`src/rtl/itlb_refill_ctrl_pkg.sv`:
```
// rtl/itlb_refill_ctrl_pkg.sv - shared types and widths for the ITLB refill controller
package mms_pkg;

    localparam int ITLB_ASID_WD = 9;
    localparam int ITLB_VPN_WD  = 20;

    typedef logic [ITLB_VPN_WD-1:0]  vpn_t;
    typedef logic [ITLB_ASID_WD-1:0] asid_t;

    typedef enum logic [2:0] {
        ST_IDLE,
        ST_REQ,
        ST_WAIT,
        ST_FILL,
        ST_DRAIN
    } itlb_refill_state_e;

    typedef struct packed {
        asid_t asid;
        vpn_t  vpn;
    } ptw_req_t;

    typedef struct packed {
        logic g;
        logic fault;
    } ptw_resp_t;

endpackage

```
`src/rtl/itlb_refill_ctrl_if.sv`:
```
// rtl/itlb_refill_ctrl_if.sv - page-table walker request/response bundle
interface itlb_refill_ctrl_if
    import mms_pkg::*;
#(
    parameter int ASID_WD = ITLB_ASID_WD,
    parameter int VPN_WD  = ITLB_VPN_WD
);
    logic               ptw_req_valid_o;
    logic               ptw_req_ready_i;
    logic [ASID_WD-1:0] ptw_req_asid_o;
    logic [VPN_WD-1:0]  ptw_req_vpn_o;
    logic               ptw_resp_valid_i;
    logic               ptw_resp_g_i;
    logic               ptw_resp_fault_i;

    modport master (
        output ptw_req_valid_o, ptw_req_asid_o, ptw_req_vpn_o,
        input  ptw_req_ready_i, ptw_resp_valid_i, ptw_resp_g_i, ptw_resp_fault_i
    );

    modport slave (
        input  ptw_req_valid_o, ptw_req_asid_o, ptw_req_vpn_o,
        output ptw_req_ready_i, ptw_resp_valid_i, ptw_resp_g_i, ptw_resp_fault_i
    );
endinterface

```
`src/rtl/itlb_refill_ctrl_victim_sel.sv`:
```
// rtl/itlb_refill_ctrl_victim_sel.sv - first-invalid victim picker with round-robin fallback
module itlb_victim_sel #(
    parameter int ENTRIES = 8,
    localparam int RR_WD  = $clog2(ENTRIES)
) (
    input  logic [ENTRIES-1:0] valid_vec,
    input  logic [RR_WD-1:0]   rr,
    output logic [ENTRIES-1:0] victim,
    output logic               all_valid
);
    logic found;

    // Lowest free slot wins; only a completely full array falls back to rr.
    always_comb begin
        victim    = '0;
        found     = 1'b0;
        all_valid = &valid_vec;
        if (all_valid) begin
            victim[rr] = 1'b1;
        end else begin
            for (int i = 0; i < ENTRIES; i++) begin
                if (!valid_vec[i] && !found) begin
                    victim[i] = 1'b1;
                    found     = 1'b1;
                end
            end
        end
    end
endmodule

```
`src/rtl/itlb_refill_ctrl.sv`:
```
// rtl/itlb_refill_ctrl.sv - ITLB miss/refill/flush sequencer; optional ITLB_PERF_CNT_EN hit/miss counters
module itlb_refill_ctrl
    import mms_pkg::*;
#(
    parameter int ENTRIES = 8,
    parameter int ASID_WD = ITLB_ASID_WD,
    parameter int VPN_WD  = ITLB_VPN_WD,
    localparam int RR_WD  = $clog2(ENTRIES)
) (
    input  logic               clk_i,
    input  logic               rst_i,
    input  logic               lookup_valid_i,
    input  logic [ASID_WD-1:0] lookup_asid_i,
    input  logic [VPN_WD-1:0]  lookup_vpn_i,
    input  logic [ENTRIES-1:0] hit_vec_i,
    input  logic [ENTRIES-1:0] valid_vec_i,
    input  logic               tlb_flush_i,
    itlb_refill_ctrl_if.master ptw,
    output logic [ENTRIES-1:0] entry_we_o,
    output logic [ASID_WD-1:0] entry_asid_o,
    output logic [VPN_WD-1:0]  entry_vpn_o,
    output logic               entry_g_o,
    output logic               flush_o,
    output logic               stall_o,
`ifdef ITLB_PERF_CNT_EN
    output logic [31:0]        hit_cnt_o,
    output logic [31:0]        miss_cnt_o,
`endif
    output logic               fault_o
);
    itlb_refill_state_e state_q, state_d;
    logic [ASID_WD-1:0] asid_q;
    logic [VPN_WD-1:0]  vpn_q;
    logic               g_q;
    logic               fault_q;
    logic [RR_WD-1:0]   rr_q;
    logic [ENTRIES-1:0] victim;
    logic               all_valid;
    logic               miss;
    logic               resp_ok;

    assign miss    = (state_q == ST_IDLE) && lookup_valid_i && !(|hit_vec_i) && !tlb_flush_i;
    assign resp_ok = (state_q == ST_WAIT) && ptw.ptw_resp_valid_i && !tlb_flush_i;

    assign ptw.ptw_req_valid_o = (state_q == ST_REQ);
    assign ptw.ptw_req_asid_o  = asid_q;
    assign ptw.ptw_req_vpn_o   = vpn_q;
    assign entry_asid_o        = asid_q;
    assign entry_vpn_o         = vpn_q;
    assign entry_g_o           = g_q;
    assign flush_o             = tlb_flush_i;
    assign fault_o             = fault_q;

    itlb_victim_sel #(.ENTRIES(ENTRIES)) u_victim_sel (
        .valid_vec (valid_vec_i),
        .rr        (rr_q),
        .victim    (victim),
        .all_valid (all_valid)
    );

    // Next state plus write-enable/stall; a flush aborts or drains any walk in flight.
    always_comb begin
        state_d    = state_q;
        entry_we_o = '0;
        stall_o    = (state_q != ST_IDLE) || miss;
        unique case (state_q)
            ST_IDLE:  if (miss) state_d = ST_REQ;
            ST_REQ: begin
                if (tlb_flush_i)                 state_d = ptw.ptw_req_ready_i ? ST_DRAIN : ST_IDLE;
                else if (ptw.ptw_req_ready_i)    state_d = ST_WAIT;
            end
            ST_WAIT: begin
                if (ptw.ptw_resp_valid_i)        state_d = (tlb_flush_i || ptw.ptw_resp_fault_i) ? ST_IDLE : ST_FILL;
                else if (tlb_flush_i)            state_d = ST_DRAIN;
            end
            ST_FILL: begin
                if (!tlb_flush_i) entry_we_o = victim;
                state_d = ST_IDLE;
            end
            ST_DRAIN: if (ptw.ptw_resp_valid_i) state_d = ST_IDLE;
            default:  state_d = ST_IDLE;
        endcase
    end

    // State, captured miss payload, fault pulse and round-robin pointer.
    always_ff @(posedge clk_i) begin
        if (rst_i) begin
            state_q <= ST_IDLE;
            asid_q  <= '0;
            vpn_q   <= '0;
            g_q     <= 1'b0;
            fault_q <= 1'b0;
            rr_q    <= '0;
        end else begin
            state_q <= state_d;
            fault_q <= resp_ok && ptw.ptw_resp_fault_i;
            if (miss) begin
                asid_q <= lookup_asid_i;
                vpn_q  <= lookup_vpn_i;
            end
            if (resp_ok && !ptw.ptw_resp_fault_i) g_q <= ptw.ptw_resp_g_i;
            if (tlb_flush_i)                            rr_q <= '0;
            else if (state_q == ST_FILL && all_valid)   rr_q <= rr_q + RR_WD'(1);
        end
    end

`ifdef ITLB_PERF_CNT_EN
    // Saturating lookup statistics; flushes leave them alone.
    always_ff @(posedge clk_i) begin
        if (rst_i) begin
            hit_cnt_o  <= '0;
            miss_cnt_o <= '0;
        end else begin
            if (state_q == ST_IDLE && lookup_valid_i && (|hit_vec_i) && hit_cnt_o != 32'hFFFF_FFFF)
                hit_cnt_o <= hit_cnt_o + 32'd1;
            if (miss && miss_cnt_o != 32'hFFFF_FFFF)
                miss_cnt_o <= miss_cnt_o + 32'd1;
        end
    end
`endif
endmodule

```
`src/flat_wrapper.sv`:
```
// flat-port wrapper written by rule: the top's interface ports become plain ports
module itlb_refill_ctrl_flat import mms_pkg::*;
#(
    parameter int ENTRIES = 8,
    parameter int ASID_WD = ITLB_ASID_WD,
    parameter int VPN_WD  = ITLB_VPN_WD,
    localparam int RR_WD  = $clog2(ENTRIES)
)
  (clk_i, rst_i, lookup_valid_i, lookup_asid_i, lookup_vpn_i, hit_vec_i, valid_vec_i, tlb_flush_i, entry_we_o, entry_asid_o, entry_vpn_o, entry_g_o, flush_o, stall_o, fault_o, ptw_ptw_req_valid_o, ptw_ptw_req_asid_o, ptw_ptw_req_vpn_o, ptw_ptw_req_ready_i, ptw_ptw_resp_valid_i, ptw_ptw_resp_g_i, ptw_ptw_resp_fault_i);
  itlb_refill_ctrl_if #(.ASID_WD(ASID_WD), .VPN_WD(VPN_WD)) ptw_i ();
  input  logic clk_i;
  input  logic rst_i;
  input  logic lookup_valid_i;
  input  logic [ASID_WD-1:0] lookup_asid_i;
  input  logic [VPN_WD-1:0] lookup_vpn_i;
  input  logic [ENTRIES-1:0] hit_vec_i;
  input  logic [ENTRIES-1:0] valid_vec_i;
  input  logic tlb_flush_i;
  output logic [ENTRIES-1:0] entry_we_o;
  output logic [ASID_WD-1:0] entry_asid_o;
  output logic [VPN_WD-1:0] entry_vpn_o;
  output logic entry_g_o;
  output logic flush_o;
  output logic stall_o;
  output logic fault_o;
  output wire logic [$bits(ptw_i.ptw_req_valid_o)-1:0] ptw_ptw_req_valid_o;
  output wire logic [$bits(ptw_i.ptw_req_asid_o)-1:0] ptw_ptw_req_asid_o;
  output wire logic [$bits(ptw_i.ptw_req_vpn_o)-1:0] ptw_ptw_req_vpn_o;
  input wire logic [$bits(ptw_i.ptw_req_ready_i)-1:0] ptw_ptw_req_ready_i;
  input wire logic [$bits(ptw_i.ptw_resp_valid_i)-1:0] ptw_ptw_resp_valid_i;
  input wire logic [$bits(ptw_i.ptw_resp_g_i)-1:0] ptw_ptw_resp_g_i;
  input wire logic [$bits(ptw_i.ptw_resp_fault_i)-1:0] ptw_ptw_resp_fault_i;
  assign ptw_ptw_req_valid_o = ptw_i.ptw_req_valid_o;
  assign ptw_ptw_req_asid_o = ptw_i.ptw_req_asid_o;
  assign ptw_ptw_req_vpn_o = ptw_i.ptw_req_vpn_o;
  assign ptw_i.ptw_req_ready_i = ptw_ptw_req_ready_i;
  assign ptw_i.ptw_resp_valid_i = ptw_ptw_resp_valid_i;
  assign ptw_i.ptw_resp_g_i = ptw_ptw_resp_g_i;
  assign ptw_i.ptw_resp_fault_i = ptw_ptw_resp_fault_i;
  itlb_refill_ctrl #(.ENTRIES(ENTRIES), .ASID_WD(ASID_WD), .VPN_WD(VPN_WD)) u_core (.clk_i(clk_i), .rst_i(rst_i), .lookup_valid_i(lookup_valid_i), .lookup_asid_i(lookup_asid_i), .lookup_vpn_i(lookup_vpn_i), .hit_vec_i(hit_vec_i), .valid_vec_i(valid_vec_i), .tlb_flush_i(tlb_flush_i), .ptw(ptw_i), .entry_we_o(entry_we_o), .entry_asid_o(entry_asid_o), .entry_vpn_o(entry_vpn_o), .entry_g_o(entry_g_o), .flush_o(flush_o), .stall_o(stall_o), .fault_o(fault_o));
endmodule
```
`config.mk`:
```
export PLATFORM = sky130hd
export DESIGN_NAME = itlb_refill_ctrl_flat
export DESIGN_NICKNAME = d
export VERILOG_FILES = /design/src/rtl/itlb_refill_ctrl_pkg.sv /design/src/rtl/itlb_refill_ctrl_if.sv /design/src/rtl/itlb_refill_ctrl_victim_sel.sv /design/src/rtl/itlb_refill_ctrl.sv /design/src/flat_wrapper.sv
export SDC_FILE = /design/constraint.sdc
export NUM_CORES = 1
export LEC_CHECK = 0
export CAP_MARGIN = 10
export CORE_ASPECT_RATIO = 0.7
export CORE_MARGIN = 2
export CORE_UTILIZATION = 37
export CTS_CLUSTER_SIZE = 12
export DETAILED_ROUTE_END_ITERATION = 8
export GPL_ROUTABILITY_DRIVEN = 0
export PLACE_DENSITY = 0.78
export SLEW_MARGIN = 20
export SYNTH_ARGS = -nofsm -noshare
export SYNTH_HDL_FRONTEND = slang
export SYNTH_SLANG_ARGS = --single-unit
```
`constraint.sdc`:
```
create_clock -name clk_i -period 1.6 [get_ports clk_i]
set_input_delay 0.32 -clock clk_i [delete_from_list [all_inputs] [get_ports clk_i]]
set_output_delay 0.32 -clock clk_i [all_outputs]
set_load 0.1 [all_outputs]
```
==> results.py, run 1 <==
metrics = {
    "timing": {
        "tightest_slew_ps": 405.2,
        "worst_slack_ps": -244.0,
        "finalSetupViolations": 18,
        "slew_violations": 0,
        "post-route-period-util_pct": 115.3,
        "hold_slack_ps": 510.6,
        "skew_ps": 3.546,
        "finalCriticalPeriod_ps": 1844,
        "final-hold-violation-count": 0,
        "rsz0062_at_grt": "true",
        "max_slew_margin_pct": 72.87,
        "fmax_mhz": 542.3,
    },
    "synthesis": {
        "synthesis.nets": 301,
        "synthesis.area_mm2": 0.001967,
        "yosysMostFrequentCell": "nand2_1",
        "synth_cells": 247,
        "synth_top_area_share_pct": 37.66,
        "netlist-cell-type-count": 38,
        "synth_common_cells": "nand2_1, dfxtp_1, buf_4",
        "yosysWarnings": 0,
        "yosys.area.top_type": "dfxtp_1",
        "ys_seq_area_share_pct": 37.66,
        "ys.flop_type": "dfxtp_1",
        "synth_edf_count": 0,
        "ys_top_cells_by_area": "dfxtp_1, nand2_1, buf_4",
        "postSynth.asyncResetShare_pct": 0,
        "synth-seq-cells": 37,
        "avgSynthCellArea_um2": 7.963,
    },
    "die": {
        "fp.coreArea_mm2": 0.005175,
        "ios": 124,
        "die_area_mm2": 0.005924,
        "die_x_um": 91.15,
        "start_util_pct": 38.01,
        "fp.dieH_um": 65,
        "num_rows": 22,
    },
    "grt": {
        "track_usage_pct": 24.94,
        "grt-ovfl-total": 0,
        "antenna_found_initial": 0,
        "grt_pass1_wl_mm": 11.47,
        "grt_max_degree": 30,
        "first_global_vias": 2281,
    },
    "pwr": {
        "ir_drop_uv": 316.8,
        "p_leak_nw": 1.705,
        "seqPwrFrac_pct": 47.6,
        "internal_power_mw": 1.453,
        "p_comb_share_pct": 13.8,
        "p_per_area_mw_per_mm2": 424.2,
        "power.switching_mw": 0.4712,
        "power.clock.fraction_pct": 38.6,
        "switching_share_pct": 24.48,
    },
    "run_status": {
        "status": "finished with violations",
        "violations": "setup timing",
    },
    "route": {
        "postRouteAntennaNets": 0,
        "drc": 0,
        "wl_mm": 8.917,
        "drtPass1Iterations": 4,
        "wire_per_inst_um": 19.82,
        "viasPerCell": 5.200,
        "via_count": 2340,
        "drt_iter0_markers": 103,
    },
    "clock_network": {
        "h-tree-depth": 2,
        "clk_pin_slew_ps": 70,
        "cts_buffers": 5,
        "hold_buffers": 0,
        "cts_root_buf": "clkbuf_8",
        "clock_path_buffers": 2,
        "cts_tree": "built",
        "cts.sinks": 37,
        "clk_latency_ps": 290,
    },
    "critical_path": {
        "worstPathRequired_ps": 1280,
        "crit_chain": "buf_6 -> nand4_1 -> nor4_4 -> buf_4 -> nand2_4 -> a21oi_4 -> buf_12",
        "startpoint_type": "primary input",
        "path_class": "primary input to primary output",
        "slowest_delay_ps": 370,
        "cp_max_fo": 3,
        "worstSetupEndpointType": "primary output",
        "slowest_stage": "nor4_4",
        "crit_arrival_ps": 1520,
    },
    "finish": {
        "diodes": 0,
        "fillers": 239,
        "multiInputGateArea_mm2": 0.001192,
        "layout-drive-gt1-share_pct": 59.79,
        "num-nets-final": 431,
        "fin_cells": 450,
        "fin_util_pct": 87.67,
        "regArea_um2": 790.8,
        "area.growth.synth_to_final_pct": 130.7,
        "final_area_mm2": 0.004537,
    },
    "worst_hold_path": {
        "hold_class": "register to register",
    },
    "place": {
        "post-dp-hpwl_mm": 5.501,
        "placedCellCount": 424,
        "io_buffers": 123,
        "place_area_mm2": 0.004055,
        "pre_cts_ws_ps": -573.1,
    },
    "run": {
        "maxCapViolations": 0,
    },
}
==> final timing paths <==
path                          startpoint                endpoint  slack, ps  depth (start not counted)
setup / recovery          valid_vec_i[2]           entry_we_o[0]       -240                          7
setup reg to reg       u_core.state_q[2]  u_core.entry_asid_o[2]        -90                          8
hold reg to reg   u_core.entry_vpn_o[18]  u_core.entry_vpn_o[18]        510                          2
hold / removal    u_core.entry_vpn_o[18]  u_core.entry_vpn_o[18]        510                          2
==> kinds of logic (layout without fill, tap and decap cells) <==
family	count (synthesis)	after routing	synth area share (%)
xor gates and xnor gates	1	1	0.4454
adders and majority gates	1	1	0.6360
DFF	37	37	37.66
muxes	3	3	1.527
buffers and inverters	46	177	16.03
and+or+nand+nor	115	115	29.58
AOI/OAI and AO/OA	44	44	14.12
==> final cells by class <==
cell class                      instances  area share (%)
Tap cell                               72           1.986
Sequential cell                        37           17.43
Multi-Input combinational cell        164           26.28
Inverter                                2          0.1655
Timing Repair Buffer                  167           51.90
Clock buffer                            7           2.124
Clock inverter                          1          0.1103
==> critical path, delay by kind of cell <==
family / cells / cell delay [ps]
AO/OA/AOI/OAI: 1 / 160
AND/OR/NAND/NOR: 3 / 580
buffers and inverters: 3 / 460
==> cells in the final DEF, fill, tap and decap left out, types with 4 or more instances in the layout <==
| cell type | netlist | final |
|---|---|---|
| buf_12 | 0 | 73 |
| nand2_1 | 68 | 56 |
| clkdlybuf4s50_1 | 0 | 36 |
| buf_4 | 31 | 31 |
| dfxtp_2 | 0 | 31 |
| a21oi_2 | 10 | 19 |
| a21oi_1 | 24 | 12 |
| buf_6 | 3 | 12 |
| nand2_2 | 0 | 9 |
| clkbuf_8 | 0 | 7 |
| nor2_1 | 12 | 6 |
| nor2_4 | 0 | 5 |
| nor3_1 | 4 | 4 |
| clkbuf_2 | 0 | 4 |
==> stage by stage <==
step,power (mW),setup TNS (ps)
6_report,1.925,-2075
5_1_grt,1.978,-3556
3_5_place_dp,1.191,-18840
4_1_cts,1.903,-1828
3_3_place_gp,1.184,-20380
2_1_floorplan,1.009,-3652
==> power by group through the flow <==
stage | logic [mW] | clock network (mW) | registers [mW]
after CTS | 0.245 | 0.740 | 0.917
after global routing | 0.276 | 0.786 | 0.916
after detailed placement | 0.248 | 0 | 0.943
final | 0.266 | 0.743 | 0.916
after floorplan | 0.0636 | 0 | 0.945
after global placement | 0.241 | 0 | 0.943
==> repair_timing <==
item                                    in CTS  in global routing
cloned                                       0                  3
endpoints found under the setup margin      45                 43
buffers inserted                            10                  9
pin swaps                                   16                 39
resized for setup                           58                 46
==> registers in the layout, summed over array words and instances (netlist names) <==
name,flops
u_core.entry_vpn_o,20
u_core.entry_g_o,1
u_core.fault_o,1
u_core.rr_q,3
u_core.state_q,3
u_core.entry_asid_o,9
==> per-layer routing <==
metal,wire length [um],up-vias,GRT usage [%]
met1,3435,1129,28.69
li1,-,1069,-
met5,0,-,0
met4,176,0,6.818
met3,649,17,6.047
met2,4655,125,46.48
(Power assumes the default switching activity.)
==> run 2: changes to the inputs <==
CORE_UTILIZATION = 62   (was 37)
DONT_BUFFER_PORTS = 1   (was not set)
PLACE_DENSITY = 0.75   (was 0.78)
==> results.py, run 2 (synthesis results as in run 1) <==
metrics = {
    "run_status": {
        "status": "finished with violations",
        "violations": "setup timing",
    },
    "timing": {
        "finalCriticalPeriod_ps": 1873,
        "post-route-period-util_pct": 117.0,
        "fmax_mhz": 534.0,
        "tightest_slew_ps": 490.2,
        "final-hold-violation-count": 0,
        "max_slew_margin_pct": 67.02,
        "slew_violations": 0,
        "rsz0062_at_grt": "true",
        "skew_ps": 11.78,
        "hold_slack_ps": 69.16,
        "finalSetupViolations": 13,
        "worst_slack_ps": -272.7,
    },
    "finish": {
        "layout-drive-gt1-share_pct": 50.55,
        "final_common_cell": "nand2_1",
        "mostFrequentLayoutCells": "nand2_1, buf_12, dfxtp_2",
        "fillers": 83,
        "final_area_mm2": 0.002928,
        "largest_reg_flops": 20,
        "area.growth.synth_to_final_pct": 48.86,
        "diodes": 0,
        "num-nets-final": 324,
    },
    "route": {
        "drc": 0,
        "postRouteAntennaNets": 0,
        "drt_iter0_markers": 159,
        "viasPerCell": 6.469,
        "via_count": 1999,
        "drtPass1Iterations": 5,
        "wl_mm": 7.146,
        "wire_per_inst_um": 23.13,
    },
    "pwr": {
        "switching_share_pct": 22.32,
        "power.switching_mw": 0.3798,
        "internal_power_mw": 1.321,
        "power.clock.fraction_pct": 43.5,
        "p_comb_share_pct": 2.7,
        "p_per_area_mw_per_mm2": 581.0,
        "ir_drop_uv": 753.6,
        "p_leak_nw": 1.058,
        "seqPwrFrac_pct": 53.8,
        "p_total_mw": 1.701,
    },
    "grt": {
        "track_usage_pct": 35.58,
        "first_global_vias": 1934,
        "grt_max_degree": 39,
        "antenna_found_initial": 0,
        "grt-ovfl-total": 0,
        "grt_pass1_wl_mm": 9.687,
    },
    "die": {
        "fp.coreArea_mm2": 0.003084,
        "die_x_um": 71.32,
        "num_rows": 17,
        "die_area_mm2": 0.003646,
        "start_util_pct": 63.77,
        "ios": 124,
        "fp.dieH_um": 51.13,
    },
    "place": {
        "place_area_mm2": 0.002768,
        "io_buffers": 0,
        "post-dp-hpwl_mm": 4.542,
        "pre_cts_ws_ps": -124.0,
    },
    "worst_hold_path": {
        "hold_start": "rst_i",
        "hold_class": "primary input to register",
        "hold_end": "u_core.entry_vpn_o[12]",
        "whs_path_depth": 1,
    },
    "clock_network": {
        "clk_pin_slew_ps": 80,
        "cts_buffers": 5,
        "clock_path_buffers": 2,
        "clk_latency_ps": 300,
        "cts_root_buf": "clkbuf_8",
        "hold_buffers": 0,
        "h-tree-depth": 2,
        "cts.sinks": 37,
        "cts_tree": "built",
    },
    "critical_path": {
        "rrSetupSlack_ps": -40,
        "reg2reg_depth": 5,
        "rr_startpoint": "u_core.state_q[0]",
        "crit_chain": "nand4bb_4 -> nor2_4 -> nand2_4 -> a211oi_4 -> buf_12",
        "path_delay_family": "simple AND/OR/NAND/NOR gates",
        "cp_max_fo": 3,
        "path_class": "register to primary output",
        "worstPathRequired_ps": 1280,
        "startpoint_type": "register",
        "path_buf_inv": 1,
        "worstReg2RegEnd": "u_core.entry_asid_o[1]",
        "worstSetupEndpointType": "primary output",
        "slowest_delay_ps": 360,
        "crit_arrival_ps": 1550,
        "slowest_stage": "dfxtp_2",
    },
    "run": {
        "maxCapViolations": 0,
    },
}
[run 2: changes by cell type in the layout (fill, tap and decap cells not counted), sizes merged]
| cell | before | now |
|---|---|---|
| buf | 117 | 60 |
| clkbuf | 13 | 7 |
| clkdlybuf4s15 | 5 | 0 |
| clkdlybuf4s50 | 36 | 0 |
| dlygate4sd2 | 3 | 0 |
[run 2: final cells by class]
| type | instances | area [um^2] | area share [%] |
|---|---|---|---|
| multi-input cells | 164 | 1055 | 36.03 |
| clock buffers | 7 | 96.34 | 3.291 |
| repair buffers | 60 | 924.6 | 31.58 |
| flip-flops and latches | 37 | 792.0 | 27.05 |
| inverters | 2 | 7.507 | 0.2564 |
| clock inverters | 1 | 5.005 | 0.1709 |
| well taps | 38 | 47.55 | 1.624 |
[run 2: what timing repair did]
item	in CTS	in global routing
gates resized for setup	10	7
setup endpoints to repair	10	12
gates cloned	0	0
setup buffers	1	1
pin swaps	4	3
[run 2: routing by layer]
layer | track usage (%) | vias up | share of wire [%]
met2 | 66.82 | 169 | 53
li1 | - | 846 | -
met3 | 8.284 | 26 | 9.2
met4 | 15.72 | 0 | 2.8
met1 | 38.26 | 958 | 35
met5 | 0 | - | 0
[run 2: through the flow]
| step | instances | TNS [ps] | utilization [%] |
|---|---|---|---|
| after detailed placement | 299 | -609.4 | 89.74 |
| after floorplan | 247 | -3652 | - |
| after CTS | 308 | -1531 | 94.04 |
| after global routing | 309 | -2747 | 94.93 |
| after global placement | 299 | -135.9 | 89.74 |
| final | 309 | -2024 | 94.93 |
[run 2: power by group through the flow]
stage	sequential [mW]	clock [mW]	combinational [mW]
6_report	0.915	0.740	0.0455
5_1_grt	0.915	0.760	0.0479
4_1_cts	0.919	0.727	0.0436
3_5_place_dp	0.942	0	0.0427
3_3_place_gp	0.942	0	0.0407
2_1_floorplan	0.945	0	0.0636
[run 2: how the worst max path moves through the flow]
stage,endpoint,cells past startpoint,slack [ps],start
global placement,entry_we_o[2],5,-50,valid_vec_i[2]
global route,entry_we_o[7],5,-310,u_core.state_q[2]
floorplan,entry_we_o[7],5,-540,u_core.state_q[2]
finish,entry_we_o[7],5,-270,u_core.state_q[2]
CTS,entry_we_o[7],5,-250,u_core.state_q[2]
detailed placement,entry_we_o[7],6,-120,valid_vec_i[2]
[run 2: worst register-to-register path: stages (launching register included)]
cell     delay (ps)
dfxtp_4         390
nor3_2          300
and4_4          330
buf_4           210
nand2_1         110
a21oi_1         210
==> run 3: changes to the inputs <==
RECOVER_POWER = 25   (was not set)
==> results of run 3 <==
The final DEF is identical to that of run 2; final timing and power are the same.
